[config.mk]
export PLATFORM = sky130hd
export DESIGN_NAME = sync_fifo_flags_flat
export DESIGN_NICKNAME = d
export VERILOG_FILES = /design/src/rtl/sync_fifo_pkg.sv /design/src/rtl/sync_fifo_flags_if.sv /design/src/rtl/sync_fifo_ram.sv /design/src/rtl/sync_fifo_flags.sv /design/src/flat_wrapper.sv
export SDC_FILE = /design/constraint.sdc
export NUM_CORES = 1
export LEC_CHECK = 0
export ABC_AREA = 1
export ABC_CLOCK_PERIOD_IN_PS = 4900
export CORE_ASPECT_RATIO = 1.2
export CORE_MARGIN = 2
export CORE_UTILIZATION = 60
export CTS_CLUSTER_SIZE = 16
export DETAILED_ROUTE_END_ITERATION = 8
export MAX_ROUTING_LAYER = met4
export PLACE_DENSITY = 0.8
export SLEW_MARGIN = 40
export SYNTH_ARGS = -nofsm -noshare
export SYNTH_HDL_FRONTEND = slang
export SYNTH_HIERARCHICAL = 1
export SYNTH_SLANG_ARGS = --single-unit
[constraint.sdc]
create_clock -name clk -period 4.9 [get_ports clk]
set_input_delay 0.735 -clock clk [delete_from_list [all_inputs] [get_ports clk]]
set_output_delay 0.735 -clock clk [all_outputs]
set_load 0.03 [all_outputs]
[src/rtl/sync_fifo_pkg.sv]
// rtl/sync_fifo_pkg.sv - shared sizing helpers and read-mode type for sync_fifo_flags
package sync_fifo_pkg;

  // Read data timing of the FIFO build.
  typedef enum logic {
    RD_STD  = 1'b0,
    RD_FWFT = 1'b1
  } rd_mode_e;

  // Pointer width for a power-of-two depth.
  function automatic int fifo_aw(input int depth);
    return $clog2(depth);
  endfunction

  // Level width: one extra bit so that DEPTH itself is representable.
  function automatic int fifo_lw(input int depth);
    return fifo_aw(depth) + 1;
  endfunction

`ifdef SYNC_FIFO_FWFT_EN
  localparam rd_mode_e RD_MODE = RD_FWFT;
`else
  localparam rd_mode_e RD_MODE = RD_STD;
`endif

endpackage

[src/rtl/sync_fifo_flags_if.sv]
// rtl/sync_fifo_flags_if.sv - producer/consumer bundle of the flagged synchronous FIFO
interface sync_fifo_flags_if
  import sync_fifo_pkg::*;
#(
  parameter int WIDTH = 8,
  parameter int DEPTH = 16
);
  localparam int LW = fifo_lw(DEPTH);

  logic             sync_clr;
  logic             clr_err;
  logic             wr_en;
  logic [WIDTH-1:0] wr_data;
  logic             rd_en;
  logic [WIDTH-1:0] rd_data;
  logic             rd_valid;
  logic             full;
  logic             empty;
  logic             almost_full;
  logic             almost_empty;
  logic [LW-1:0]    level;
  logic             overflow;
  logic             underflow;

  // Side that uses the FIFO.
  modport master (
    output sync_clr, clr_err, wr_en, wr_data, rd_en,
    input  rd_data, rd_valid, full, empty, almost_full, almost_empty,
           level, overflow, underflow
  );

  // The FIFO itself.
  modport slave (
    input  sync_clr, clr_err, wr_en, wr_data, rd_en,
    output rd_data, rd_valid, full, empty, almost_full, almost_empty,
           level, overflow, underflow
  );
endinterface

[src/rtl/sync_fifo_ram.sv]
// rtl/sync_fifo_ram.sv - register array, one synchronous write port and one asynchronous read port
module sync_fifo_ram
  import sync_fifo_pkg::*;
#(
  parameter int WIDTH = 8,
  parameter int DEPTH = 16
) (
  input  logic                      clk,
  input  logic                      we_i,
  input  logic [fifo_aw(DEPTH)-1:0] waddr_i,
  input  logic [WIDTH-1:0]          wdata_i,
  input  logic [fifo_aw(DEPTH)-1:0] raddr_i,
  output logic [WIDTH-1:0]          rdata_o
);
  logic [WIDTH-1:0] mem_q [DEPTH];

  // Storage is deliberately not reset; only the pointers define validity.
  always_ff @(posedge clk) begin
    if (we_i) begin
      mem_q[waddr_i] <= wdata_i;
    end
  end

  assign rdata_o = mem_q[raddr_i];
endmodule

[src/rtl/sync_fifo_flags.sv]
// rtl/sync_fifo_flags.sv - flagged synchronous FIFO; SYNC_FIFO_FWFT_EN selects first-word-fall-through reads
module sync_fifo_flags
  import sync_fifo_pkg::*;
#(
  parameter int WIDTH     = 8,
  parameter int DEPTH     = 16,
  parameter int AF_THRESH = DEPTH - 4,
  parameter int AE_THRESH = 4
) (
  input  logic              clk,
  input  logic              reset,
  sync_fifo_flags_if.slave  bus
);
  localparam int AW = fifo_aw(DEPTH);
  localparam int LW = fifo_lw(DEPTH);

  logic [AW-1:0]    wptr_q, wptr_d;
  logic [AW-1:0]    rptr_q, rptr_d;
  logic [LW-1:0]    level_q, level_d;
  logic             ovf_q, ovf_d;
  logic             udf_q, udf_d;
  logic             full, empty;
  logic             wr_ok, rd_ok;
  logic [WIDTH-1:0] ram_rdata;

  // Flags decode straight from the registered level.
  assign full  = (level_q == LW'(DEPTH));
  assign empty = (level_q == '0);

  // Acceptance uses start-of-cycle state; a flush swallows both requests.
  assign wr_ok = bus.wr_en & ~full  & ~bus.sync_clr;
  assign rd_ok = bus.rd_en & ~empty & ~bus.sync_clr;

  sync_fifo_ram #(
    .WIDTH (WIDTH),
    .DEPTH (DEPTH)
  ) u_ram (
    .clk     (clk),
    .we_i    (wr_ok),
    .waddr_i (wptr_q),
    .wdata_i (bus.wr_data),
    .raddr_i (rptr_q),
    .rdata_o (ram_rdata)
  );

  // Next pointers, level and sticky error state.
  always_comb begin
    wptr_d  = wptr_q;
    rptr_d  = rptr_q;
    level_d = level_q;
    if (bus.sync_clr) begin
      wptr_d  = '0;
      rptr_d  = '0;
      level_d = '0;
    end else begin
      if (wr_ok) wptr_d = wptr_q + 1'b1;
      if (rd_ok) rptr_d = rptr_q + 1'b1;
      case ({wr_ok, rd_ok})
        2'b10:   level_d = level_q + 1'b1;
        2'b01:   level_d = level_q - 1'b1;
        default: level_d = level_q;
      endcase
    end
    // A new error in the same cycle as clr_err survives the clear.
    ovf_d = (ovf_q & ~bus.clr_err) | (bus.wr_en & full  & ~bus.sync_clr);
    udf_d = (udf_q & ~bus.clr_err) | (bus.rd_en & empty & ~bus.sync_clr);
  end

  // Control state registers with asynchronous reset.
  always_ff @(posedge clk or posedge reset) begin
    if (reset) begin
      wptr_q  <= '0;
      rptr_q  <= '0;
      level_q <= '0;
      ovf_q   <= 1'b0;
      udf_q   <= 1'b0;
    end else begin
      wptr_q  <= wptr_d;
      rptr_q  <= rptr_d;
      level_q <= level_d;
      ovf_q   <= ovf_d;
      udf_q   <= udf_d;
    end
  end

`ifdef SYNC_FIFO_FWFT_EN
  // Head word is presented combinationally; rd_en only acknowledges it.
  assign bus.rd_data  = ram_rdata;
  assign bus.rd_valid = ~empty;
`else
  logic [WIDTH-1:0] rd_data_q, rd_data_d;
  logic             rd_valid_q, rd_valid_d;

  // Registered read: data captured on an accepted pop, otherwise held.
  always_comb begin
    rd_valid_d = rd_ok;
    rd_data_d  = rd_ok ? ram_rdata : rd_data_q;
  end

  // Read output register with asynchronous reset.
  always_ff @(posedge clk or posedge reset) begin
    if (reset) begin
      rd_data_q  <= '0;
      rd_valid_q <= 1'b0;
    end else begin
      rd_data_q  <= rd_data_d;
      rd_valid_q <= rd_valid_d;
    end
  end

  assign bus.rd_data  = rd_data_q;
  assign bus.rd_valid = rd_valid_q;
`endif

  assign bus.full         = full;
  assign bus.empty        = empty;
  assign bus.almost_full  = (level_q >= LW'(AF_THRESH));
  assign bus.almost_empty = (level_q <= LW'(AE_THRESH));
  assign bus.level        = level_q;
  assign bus.overflow     = ovf_q;
  assign bus.underflow    = udf_q;

  // In fall-through mode the valid qualifier must track occupancy exactly.
  a_fwft_valid : assert property (@(posedge clk) disable iff (reset)
    (RD_MODE != RD_FWFT) || (bus.rd_valid == ~bus.empty));
endmodule

[src/flat_wrapper.sv]
// flat-port wrapper written by rule: the top's interface ports become plain ports
module sync_fifo_flags_flat import sync_fifo_pkg::*;
#(
  parameter int WIDTH     = 8,
  parameter int DEPTH     = 16,
  parameter int AF_THRESH = DEPTH - 4,
  parameter int AE_THRESH = 4
)
  (clk, reset, bus_sync_clr, bus_clr_err, bus_wr_en, bus_wr_data, bus_rd_en, bus_rd_data, bus_rd_valid, bus_full, bus_empty, bus_almost_full, bus_almost_empty, bus_level, bus_overflow, bus_underflow);
  sync_fifo_flags_if #(.WIDTH(WIDTH), .DEPTH(DEPTH)) bus_i ();
  input  logic clk;
  input  logic reset;
  input wire logic [$bits(bus_i.sync_clr)-1:0] bus_sync_clr;
  input wire logic [$bits(bus_i.clr_err)-1:0] bus_clr_err;
  input wire logic [$bits(bus_i.wr_en)-1:0] bus_wr_en;
  input wire logic [$bits(bus_i.wr_data)-1:0] bus_wr_data;
  input wire logic [$bits(bus_i.rd_en)-1:0] bus_rd_en;
  output wire logic [$bits(bus_i.rd_data)-1:0] bus_rd_data;
  output wire logic [$bits(bus_i.rd_valid)-1:0] bus_rd_valid;
  output wire logic [$bits(bus_i.full)-1:0] bus_full;
  output wire logic [$bits(bus_i.empty)-1:0] bus_empty;
  output wire logic [$bits(bus_i.almost_full)-1:0] bus_almost_full;
  output wire logic [$bits(bus_i.almost_empty)-1:0] bus_almost_empty;
  output wire logic [$bits(bus_i.level)-1:0] bus_level;
  output wire logic [$bits(bus_i.overflow)-1:0] bus_overflow;
  output wire logic [$bits(bus_i.underflow)-1:0] bus_underflow;
  assign bus_i.sync_clr = bus_sync_clr;
  assign bus_i.clr_err = bus_clr_err;
  assign bus_i.wr_en = bus_wr_en;
  assign bus_i.wr_data = bus_wr_data;
  assign bus_i.rd_en = bus_rd_en;
  assign bus_rd_data = bus_i.rd_data;
  assign bus_rd_valid = bus_i.rd_valid;
  assign bus_full = bus_i.full;
  assign bus_empty = bus_i.empty;
  assign bus_almost_full = bus_i.almost_full;
  assign bus_almost_empty = bus_i.almost_empty;
  assign bus_level = bus_i.level;
  assign bus_overflow = bus_i.overflow;
  assign bus_underflow = bus_i.underflow;
  sync_fifo_flags #(.WIDTH(WIDTH), .DEPTH(DEPTH), .AF_THRESH(AF_THRESH), .AE_THRESH(AE_THRESH)) u_core (.clk(clk), .reset(reset), .bus(bus_i));
endmodule
======== Word level (Yosys, flattened, before mapping) ========
Memory sizes are Yosys's and may differ from the RTL's. A register that Yosys moved wholly into a read port is not among the register bits.
Index checks and enable logic that the tools add are counted.
word-level totals
  register bits ........................... 16
  bits in writable memories ............... 128
  input port bits ......................... 14
  output and inout port bits .............. 20
  memories ................................ 1
cells by class
  $add $sub $neg .......................... 4
  magnitude comparators ................... 2
  eq/ne operators ......................... 3
  mux-type cells .......................... 8
  bitwise gates (word level) .............. 16
  reduce and logical (&&, ||, !) cells .... 4
memories
  name                depth  bits a word  rd ports  clocked after Yosys merged registers in  wr ports  RTL line             text
  u_core.u_ram.mem_q  16     8            1         1                                        1         sync_fifo_ram.sv:15  logic [WIDTH-1:0] mem_q [DEPTH];
operators by type and width
  cell                 number
  $mux 4               4
  $and 1x1->1          10
  $pmux 5 s2           1
  $add 4x1->4 const B  2
  $add 5x1->5 const B  1
  $eq 5x5->1 const B   1
  $ge 5x4->1 const B   1
  $le 5x3->1 const B   1
  $logic_not 5->1      1
  $mux 5               1
  $sub 5x1->5 const B  1
  $not 1->1            4
  $reduce_bool 2->1    2
  $reduce_bool 3->1    1
  $eq 2x1->1 const B   1
  $eq 2x2->1 const B   1
  $mux 1               2
  $or 1x1->1           2

======== Logic depth before layout (Yosys ltp) ========
Gate-level depths: netlist of the first run.
  depth in word-level cells ............... 7
  mapped depth ............................ 15

======== By module ========
The synthesis of the first run kept the hierarchy.
modules (own cells, without submodules)
  module           times used  cells each  area an instance (sq um)  sequential area each (sq um)
  sync_fifo_ram    1           543         5606.6                    3843.7
  sync_fifo_flags  1           153         1278.7                    600.6

======== Worst setup path before layout of the first run ========
Ideal clock, no wire load.
  path kind ............................... input -> register
  start point ............................. input port bus_rd_en
  end point ............................... register u_core.level_q[4], in the netlist u_core/bus.level[4]
  arrival ................................. 2.118 ns
  data required time ...................... 4.782 ns
  slack ................................... 2.664 ns
  cell stages on the path ................. 15
  path buffers ............................ 0
  cells stage by stage .................... inv_1 > nor2_1 > nand2_4 > inv_2 > nand2_4 > fa_1 > nand3b_1 > nand2_1 > nand2_1 > nand2_1 > inv_1 > nand2_1 > nand2_1 > nand2_1 > nand2_1
on the way
  longest elaborated chain between the ends .. 5
  elaborated cells on any way between the ends .. 7
  those cells by class .................... 2 x eq/ne; 2 x mux; 2 x bitwise; 1 x reduce/logical
RTL lines
  element                                          RTL line               text
  start, declared                                  flat_wrapper.sv:17     input wire logic [$bits(bus_i.rd_en)-1:0] bus_rd_en;
  $and 1x1->1 * (2 in a row)                       sync_fifo_flags.sv:32  assign rd_ok = bus.rd_en & ~empty & ~bus.sync_clr;
  $eq 2x1->1 / $eq 2x2->1 (equally long branches)  sync_fifo_flags.sv:58  case ({wr_ok, rd_ok})
  $pmux 5 s2                                       sync_fifo_flags.sv:58
  $mux 5                                           sync_fifo_flags.sv:51  if (bus.sync_clr) begin
  end signal, assigned                             sync_fifo_flags.sv:80  level_q <= level_d;
  end, declared                                    sync_fifo_flags.sv:19  logic [LW-1:0] level_q, level_d;
Every way passes the cells marked *; elsewhere a longest branch is shown, timed or not.
A chain may end at the register's enable or synchronous reset.

======== Final worst setup path of the first run ========
  start point ............................. input port bus_sync_clr
  end point ............................... register u_core.level_q[4], in the netlist u_core/bus.level[4]
on the way
  longest elaborated chain between the ends .. 5
  elaborated cells on any way between the ends .. 8
  those cells by class .................... 2 x eq/ne; 2 x mux; 3 x bitwise; 1 x reduce/logical
RTL lines
  element                                          RTL line                                      text
  start, declared                                  flat_wrapper.sv:13                            input wire logic [$bits(bus_i.sync_clr)-1:0] bus_sync_clr;
  $not 1->1                                        sync_fifo_flags.sv:31, sync_fifo_flags.sv:32
  $and 1x1->1 (on tied branches)                   sync_fifo_flags.sv:32, sync_fifo_flags.sv:31
  $eq 2x1->1 / $eq 2x2->1 (equally long branches)  sync_fifo_flags.sv:58
  $pmux 5 s2                                       sync_fifo_flags.sv:58
  $mux 5                                           sync_fifo_flags.sv:51
Parallel ways exist; a longest one is shown, timed or not.

==> metrics.csv, run 1 <==
stage,metric,value,unit
global_route,via count of the first global-routing pass,4638,
sta,worst clock skew,0.00821,ns
worst_hold_path,kind of path behind the tightest hold check,reg -> reg,
die,floorplan row count,42,
routing,remaining antenna violation count after routing,0,
routing,average wire per standard cell,17.0,microns
logic_synthesis,area fraction in compound gates after synthesis,1.31,%
die,number of ports placed on the die boundary,34,
logic_synthesis,dominant combinational cell family by area after synthesis,simple AND/OR/NAND/NOR gates,
logic_synthesis,area of the mapped netlist,6890,sq um
logic_synthesis,Ys Warns,6,
final_layout,Synth-to-Final Area Change,13.6,%
logic_synthesis,register bit total from synthesis,152,
placement,half-perimeter wire length after placement,9.49,mm
routing,via count,4931,
routing,aggregate routed wire length,15.1,mm
clock_tree,setup bufs post-CTS,0,
sta,worst max-slew margin expressed relative to the limit,45.2,%
sta,max-slew violations,0,
power_and_ir_drop,PD cells,507,nW/um^2
sta,setup ws final,2.14,ns
clock_tree,cts-stage hold buffer count,0,
worst_setup_path,Crit path arrival time,3.06,ns
clock_tree,Resize count post-CTS,0,
routing,First DRT Iteration DRCs,478,
die,die width,102,microns
power_and_ir_drop,Static Leak,0.00339,uW
routing,Detailed Routing Iterations Pass 1,5,
placement,dpl ws,1.78,ns
global_route,All-Layer GR Usage,26.8,%
sta,count of endpoints failing hold in the final timing report,0,
worst_setup_path,CP endpoint kind,flip-flop,
die,starting utilization of the core area,62.1,%
die,die area,12400,sq um
sta,setup TNS,0,ns
logic_synthesis,instance count of the mapped netlist,696,
routing,DRC viols,0,
placement,number of port buffers,33,
final_layout,post-route cell area,7820,sq um
final_layout,Layout Cells excl Fill,890,
logic_synthesis,net count after synthesis,716,
global_route,global-route wire length before repair,23.6,mm
logic_synthesis,synthesized area per cell,9.89,sq um
sta,fmax,0.363,GHz
clock_tree,clock tree root buffer cell,clkbuf_16,
global_route,initial antenna violation count,0,
outcome,result of the run,"finished, final reports clean",
logic_synthesis,post-synthesis cell type count,25,
logic_synthesis,"post-synthesis share of cell area spent on full adders, half adders and majority gates",1.20,%
worst_setup_path,critical path class,in -> reg,
placement,routability congestion estimate from global placement,0.927,
placement,number of instances in the placed design,858,
placement,Post-Place Cell Area,7240,sq um
clock_tree,clock-pin slew reported for the worst setup and hold paths after clock tree synthesis,0.06,ns
sta,count of endpoints failing setup in the final report,0,
worst_setup_path,required time at the endpoint of the critical path,5.20,ns
job,max_cap viols,0,
logic_synthesis,register area share after synthesis,64.5,%
sta,time the worst path needs with I/O delays and setup,2.76,ns
global_route,overall overflow remaining after global route,0,
routing,Via-to-Cell Ratio,5.54,
power_and_ir_drop,peak supply drop,0.000412,V
worst_setup_path,Startpoint Class,input pin,
final_layout,fraction of layout instances using a drive strength above 1,6.39,%
logic_synthesis,simple-gate portion of the synthesized area,23.4,%
clock_tree,clock insertion delay at the later pin of the skew report,0.41,ns
sta,measured slew at the worst slew-check pin,0.819,ns
clock_tree,Bufs on Longest Clock Path,2,
sta,unrepaired setup endpoints after global routing,no,
final_layout,final-stage net count,743,
final_layout,# diodes,0,
global_route,largest net degree at the start of global routing,70,
clock_tree,H-Tree Level Count,4,
logic_synthesis,multiplexer share of the synthesized area,0,%
clock_tree,TritonCTS clock tree,done,
logic_synthesis,synthesized-area fraction occupied by xor and xnor cells,0.254,%
die,floorplan core area,11100,sq um
clock_tree,CTS sink count,152,
sta,share of the clock period used by the worst path after layout,56.3,%
die,vertical die dimension,121,microns
clock_tree,clock buffer count from CTS,17,
worst_setup_path,maximum fanout along the worst path,13,
==> power breakdown <==
group	leakage, uW	internal (uW)	total [uW]	switching, uW
combinational	0.00164	356	1110	751
clock	0.000282	794	1270	481
sequential	0.00146	1490	1590	90.6
==> state kept, by name, summed over array words and instances (netlist names) <==
name                  count
u_core/u_ram/mem_q      128
u_core/bus.rd_data        8
u_core/bus.level          5
u_core/rptr_q             4
u_core/wptr_q             4
u_core/bus.overflow       1
u_core/bus.rd_valid       1
u_core/bus.underflow      1
==> cell families (layout without fill, tap and decap cells) <==
kind of cell,Yosys count,count (layout)
buffers and inverters,148,188
adder cells (fa/ha/maj),6,6
flip-flops,152,152
XOR/XNOR,2,2
AO/OA/AOI/OAI,18,18
AND/OR/NAND/NOR,370,370
==> cells in the mapped netlist <==
cell	n	area share (%)
a21oi_1	6	0.44
buf_1	1	0.054
buf_2	13	0.94
buf_4	5	0.55
buf_6	7	1.1
dfrtp_1	24	8.7
edfxtp_1	128	56
fa_1	1	0.29
ha_1	5	0.91
inv_1	117	6.4
inv_2	5	0.27
nand2_1	220	12
nand2_2	1	0.091
nand2_4	4	0.65
nand3_1	107	7.8
nand3_2	1	0.15
nand3_4	1	0.25
nand3b_1	3	0.33
nor2_1	27	1.5
nor2_2	1	0.091
nor2_4	2	0.33
nor3_1	3	0.22
o21ai_0	8	0.58
o21ai_1	4	0.29
xnor2_1	2	0.25
==> worst paths after layout <==
kind                                       start                    end  slack (ns)  depth (start not counted)
setup reg to reg             u_core/bus.level[4]    u_core/bus.level[4]        2.59                         15
min in group asynchronous                  reset  u_core/bus.rd_data[5]        0.68                          2
setup / recovery                    bus_sync_clr    u_core/bus.level[4]        2.14                         15
hold reg to reg            u_core/bus.rd_data[3]  u_core/bus.rd_data[3]        0.49                          2
hold / removal             u_core/bus.rd_data[3]  u_core/bus.rd_data[3]        0.49                          2
max in group asynchronous                  reset       u_core/rptr_q[0]        3.83                          2
==> through the flow <==
step | utilization, % | total power, uW | hold WS (ns)
2_1_floorplan | - | 2380 | 0.449
4_1_cts | 70.5 | 3970 | 0.493
6_report | 70.5 | 3970 | 0.490
3_5_place_dp | 65.3 | 2690 | 0.477
5_1_grt | 70.5 | 4150 | 0.505
3_3_place_gp | 65.2 | 2660 | 0.470
==> routing by layer <==
layer	share of wire, %	vias up	global-route usage (%)
li1	-	2291	-
met1	38	2319	33.7
met2	50	278	42.1
met3	8.4	43	5.18
met4	3.6	0	12.8
met5	0	-	-
==> layout by cell type, fill, tap and decap left out, drive strengths merged <==
| cell | netlist | layout |
|---|---|---|
| fa | 1 | 1 |
| a21oi | 6 | 6 |
| clkinvlp | 0 | 2 |
| nand2 | 225 | 225 |
| ha | 5 | 5 |
| nor2 | 30 | 30 |
| clkbuf | 0 | 18 |
| xnor2 | 2 | 2 |
| dfrtp | 24 | 24 |
| nand3b | 3 | 3 |
| nor3 | 3 | 3 |
| nand3 | 109 | 109 |
| bufinv | 0 | 3 |
| clkdlybuf4s50 | 0 | 33 |
| clkinv | 0 | 9 |
| inv | 122 | 122 |
| buf | 26 | 1 |
| o21ai | 12 | 12 |
| edfxtp | 128 | 128 |
==> worst max-delay path, cell delays in order <==
cell	delay [ns]
clkdlybuf4s50_1	0.51
nor2_1	0.27
nand2_4	0.15
inv_2	0.20
nand2_4	0.11
fa_1	0.42
nand3b_1	0.20
nand2_1	0.08
nand2_1	0.04
nand2_1	0.08
inv_1	0.04
nand2_1	0.05
nand2_1	0.06
nand2_1	0.06
nand2_1	0.04
==> final cells by class <==
cell class	instances	area (sq um)
Sequential cell	152	4450
Fill cell	780	3270
Multi-Input combinational cell	396	1800
Inverter	122	460
Clock buffer	18	429
Timing Repair Buffer	34	338
Tap cell	154	193
Clock inverter	14	158
No activity file was read; power rests on OpenSTA's default activity.
==> run 2: changes to the inputs <==
Settings changed: ABC_CLOCK_PERIOD_IN_PS 4900 to 2560.
Clock period 4.9 ns to 2.56 ns, I/O delays scaled along.
==> metrics.csv, run 2 (synthesis gave the netlist of run 1 again) <==
stage,metric,value,unit
outcome,result of the run,"finished, final reports clean",
global_route,met1 global-route usage,34.2,%
placement,half-perimeter wire length after placement,9.61,mm
global_route,All-Layer GR Usage,28.3,%
die,floorplan core area,11100,sq um
job,max_cap viols,0,
clock_tree,cts-stage hold buffer count,0,
worst_setup_path,CP endpoint kind,primary output,
worst_setup_path,startpoint of the lowest-slack register-to-register path,u_core/bus.level[1],
final_layout,register cell area after layout,4450,sq um
global_route,busiest layer in global routing,met2,
die,die area,12400,sq um
power_and_ir_drop,peak supply drop,0.000744,V
routing,Via-to-Cell Ratio,5.43,
final_layout,"most common cell after layout, fill and taps aside",nand2_1,
sta,worst max-slew margin expressed relative to the limit,44.8,%
sta,fmax,0.423,GHz
global_route,global-route wire length before repair,24.8,mm
die,floorplan row count,42,
worst_setup_path,maximum fanout along the worst path,4,
final_layout,fraction of layout instances using a drive strength above 1,9.33,%
routing,Detailed Routing Iterations Pass 1,6,
sta,unrepaired setup endpoints after global routing,no,
final_layout,area of combinational cells with multiple inputs,1800,sq um
worst_setup_path,number of cells on the worst reg-to-reg path,14,
placement,number of instances in the placed design,883,
clock_tree,setup bufs post-CTS,0,
global_route,via count of the first global-routing pass,4901,
sta,final hold slack,0.164,ns
final_layout,Filler cells,710,
worst_hold_path,kind of path behind the tightest hold check,in -> async,
final_layout,flip-flop count of the largest register after layout,128,
routing,First DRT Iteration DRCs,502,
clock_tree,H-Tree Level Count,4,
placement,routability congestion estimate from global placement,0.949,
routing,aggregate routed wire length,15.7,mm
global_route,met3 layer usage reported by global route,6.34,%
die,number of ports placed on the die boundary,34,
clock_tree,TritonCTS clock tree,done,
die,vertical die dimension,121,microns
power_and_ir_drop,Static Leak,0.00354,uW
final_layout,Synth-to-Final Area Change,17.2,%
final_layout,# diodes,0,
sta,share of the clock period used by the worst path after layout,92.4,%
routing,DRC viols,0,
die,die width,102,microns
routing,via count,4971,
worst_setup_path,Crit path arrival time,1.98,ns
global_route,largest net degree at the start of global routing,69,
clock_tree,CTS sink count,152,
routing,remaining antenna violation count after routing,0,
global_route,met2 GRT Util,45.6,%
worst_setup_path,critical path class,reg -> out,
final_layout,core occupancy in the finished layout,72.8,%
clock_tree,clock-pin slew reported for the worst setup and hold paths after clock tree synthesis,0.06,ns
global_route,initial antenna violation count,0,
sta,max-slew violations,0,
global_route,overall overflow remaining after global route,0,
final_layout,"commonest non-fill, non-tap cells in the layout","220 x nand2_1, 128 x edfxtp_1, 117 x inv_1",
sta,count of endpoints failing hold in the final timing report,0,
sta,worst clock skew,0.00505,ns
placement,number of port buffers,33,
worst_setup_path,RR Endpoint,u_core/bus.level[4],
sta,measured slew at the worst slew-check pin,0.826,ns
sta,setup TNS,0,ns
power_and_ir_drop,PD cells,981,nW/um^2
clock_tree,clock insertion delay at the later pin of the skew report,0.42,ns
worst_setup_path,required time at the endpoint of the critical path,2.18,ns
clock_tree,Resize count post-CTS,0,
clock_tree,clock buffer count from CTS,17,
clock_tree,Bufs on Longest Clock Path,2,
placement,Post-Place Cell Area,7430,sq um
final_layout,post-route cell area,8070,sq um
final_layout,final-stage net count,768,
worst_setup_path,Startpoint Class,flip-flop,
sta,count of endpoints failing setup in the final report,0,
final_layout,Layout Cells excl Fill,915,
die,starting utilization of the core area,62.1,%
worst_setup_path,"reg-to-reg slack, setup",0.36,ns
sta,time the worst path needs with I/O delays and setup,2.37,ns
final_layout,largest reg by FF count,u_core/u_ram/mem_q,
routing,average wire per standard cell,17.2,microns
clock_tree,clock tree root buffer cell,clkbuf_16,
run 2: cell count changes in the layout (fill, tap and decap cells not counted), moves of 2 or more:
| cell | change |
|---|---|
| clkinvlp_4 | +2 |
| bufinv_16 | +2 |
| clkinv_1 | -2 |
| clkinv_4 | -2 |
| buf_4 | +24 |
run 2: how the worst max path moves through the flow:
stage / startpoint / to / slack (ns) / cells past startpoint
finish: u_core/bus.level[1] / bus_full / 0.19 / 4
global route: u_core/bus.level[1] / bus_full / 0.11 / 4
CTS: u_core/bus.level[1] / bus_full / 0.18 / 4
detailed placement: bus_rd_en / u_core/bus.level[4] / 0.05 / 16
global placement: bus_rd_en / u_core/bus.level[4] / 0.13 / 16
floorplan: u_core/bus.level[4] / u_core/bus.level[4] / 0.45 / 15
run 2: worst max-delay path: stages, from the launching register on:
cell and delay, ns:
dfrtp_1 0.44, nor2_4 0.19, nand3_2 0.14, inv_1 0.11
clkdlybuf4s50_1 0.69
run 2: metal layers:
layer  up-vias  part of all wire [%]  wire length (microns)
met4         0                   3.0                    477
met5         -                     0                      0
met1      2370                    38                   5960
met2       229                    51                   8090
met3        39                   7.5                   1190
li1       2333                     -                      -
run 2: power by group:
part	switching (uW)	internal, uW
Sequential	132	2860
Combinational	1520	735
Clock	948	1720
run 2: layout make-up:
| type | instances | area share [%] |
|---|---|---|
| sequential | 152 | 55.1 |
| multi-input combinational | 396 | 22.3 |
| timing repair buffer | 59 | 6.67 |
| inverter | 122 | 5.68 |
| clock buffer | 19 | 5.37 |
| clock inverter | 13 | 2.51 |
| tap | 154 | 2.39 |
run 2: per-stage QoR:
step / setup WS, ns / total power [uW]
after floorplan: 0.451 / 4550
after global placement: 0.134 / 5160
after detailed placement: 0.0503 / 5240
after CTS: 0.184 / 7910
after global routing: 0.107 / 8260
final: 0.194 / 7920
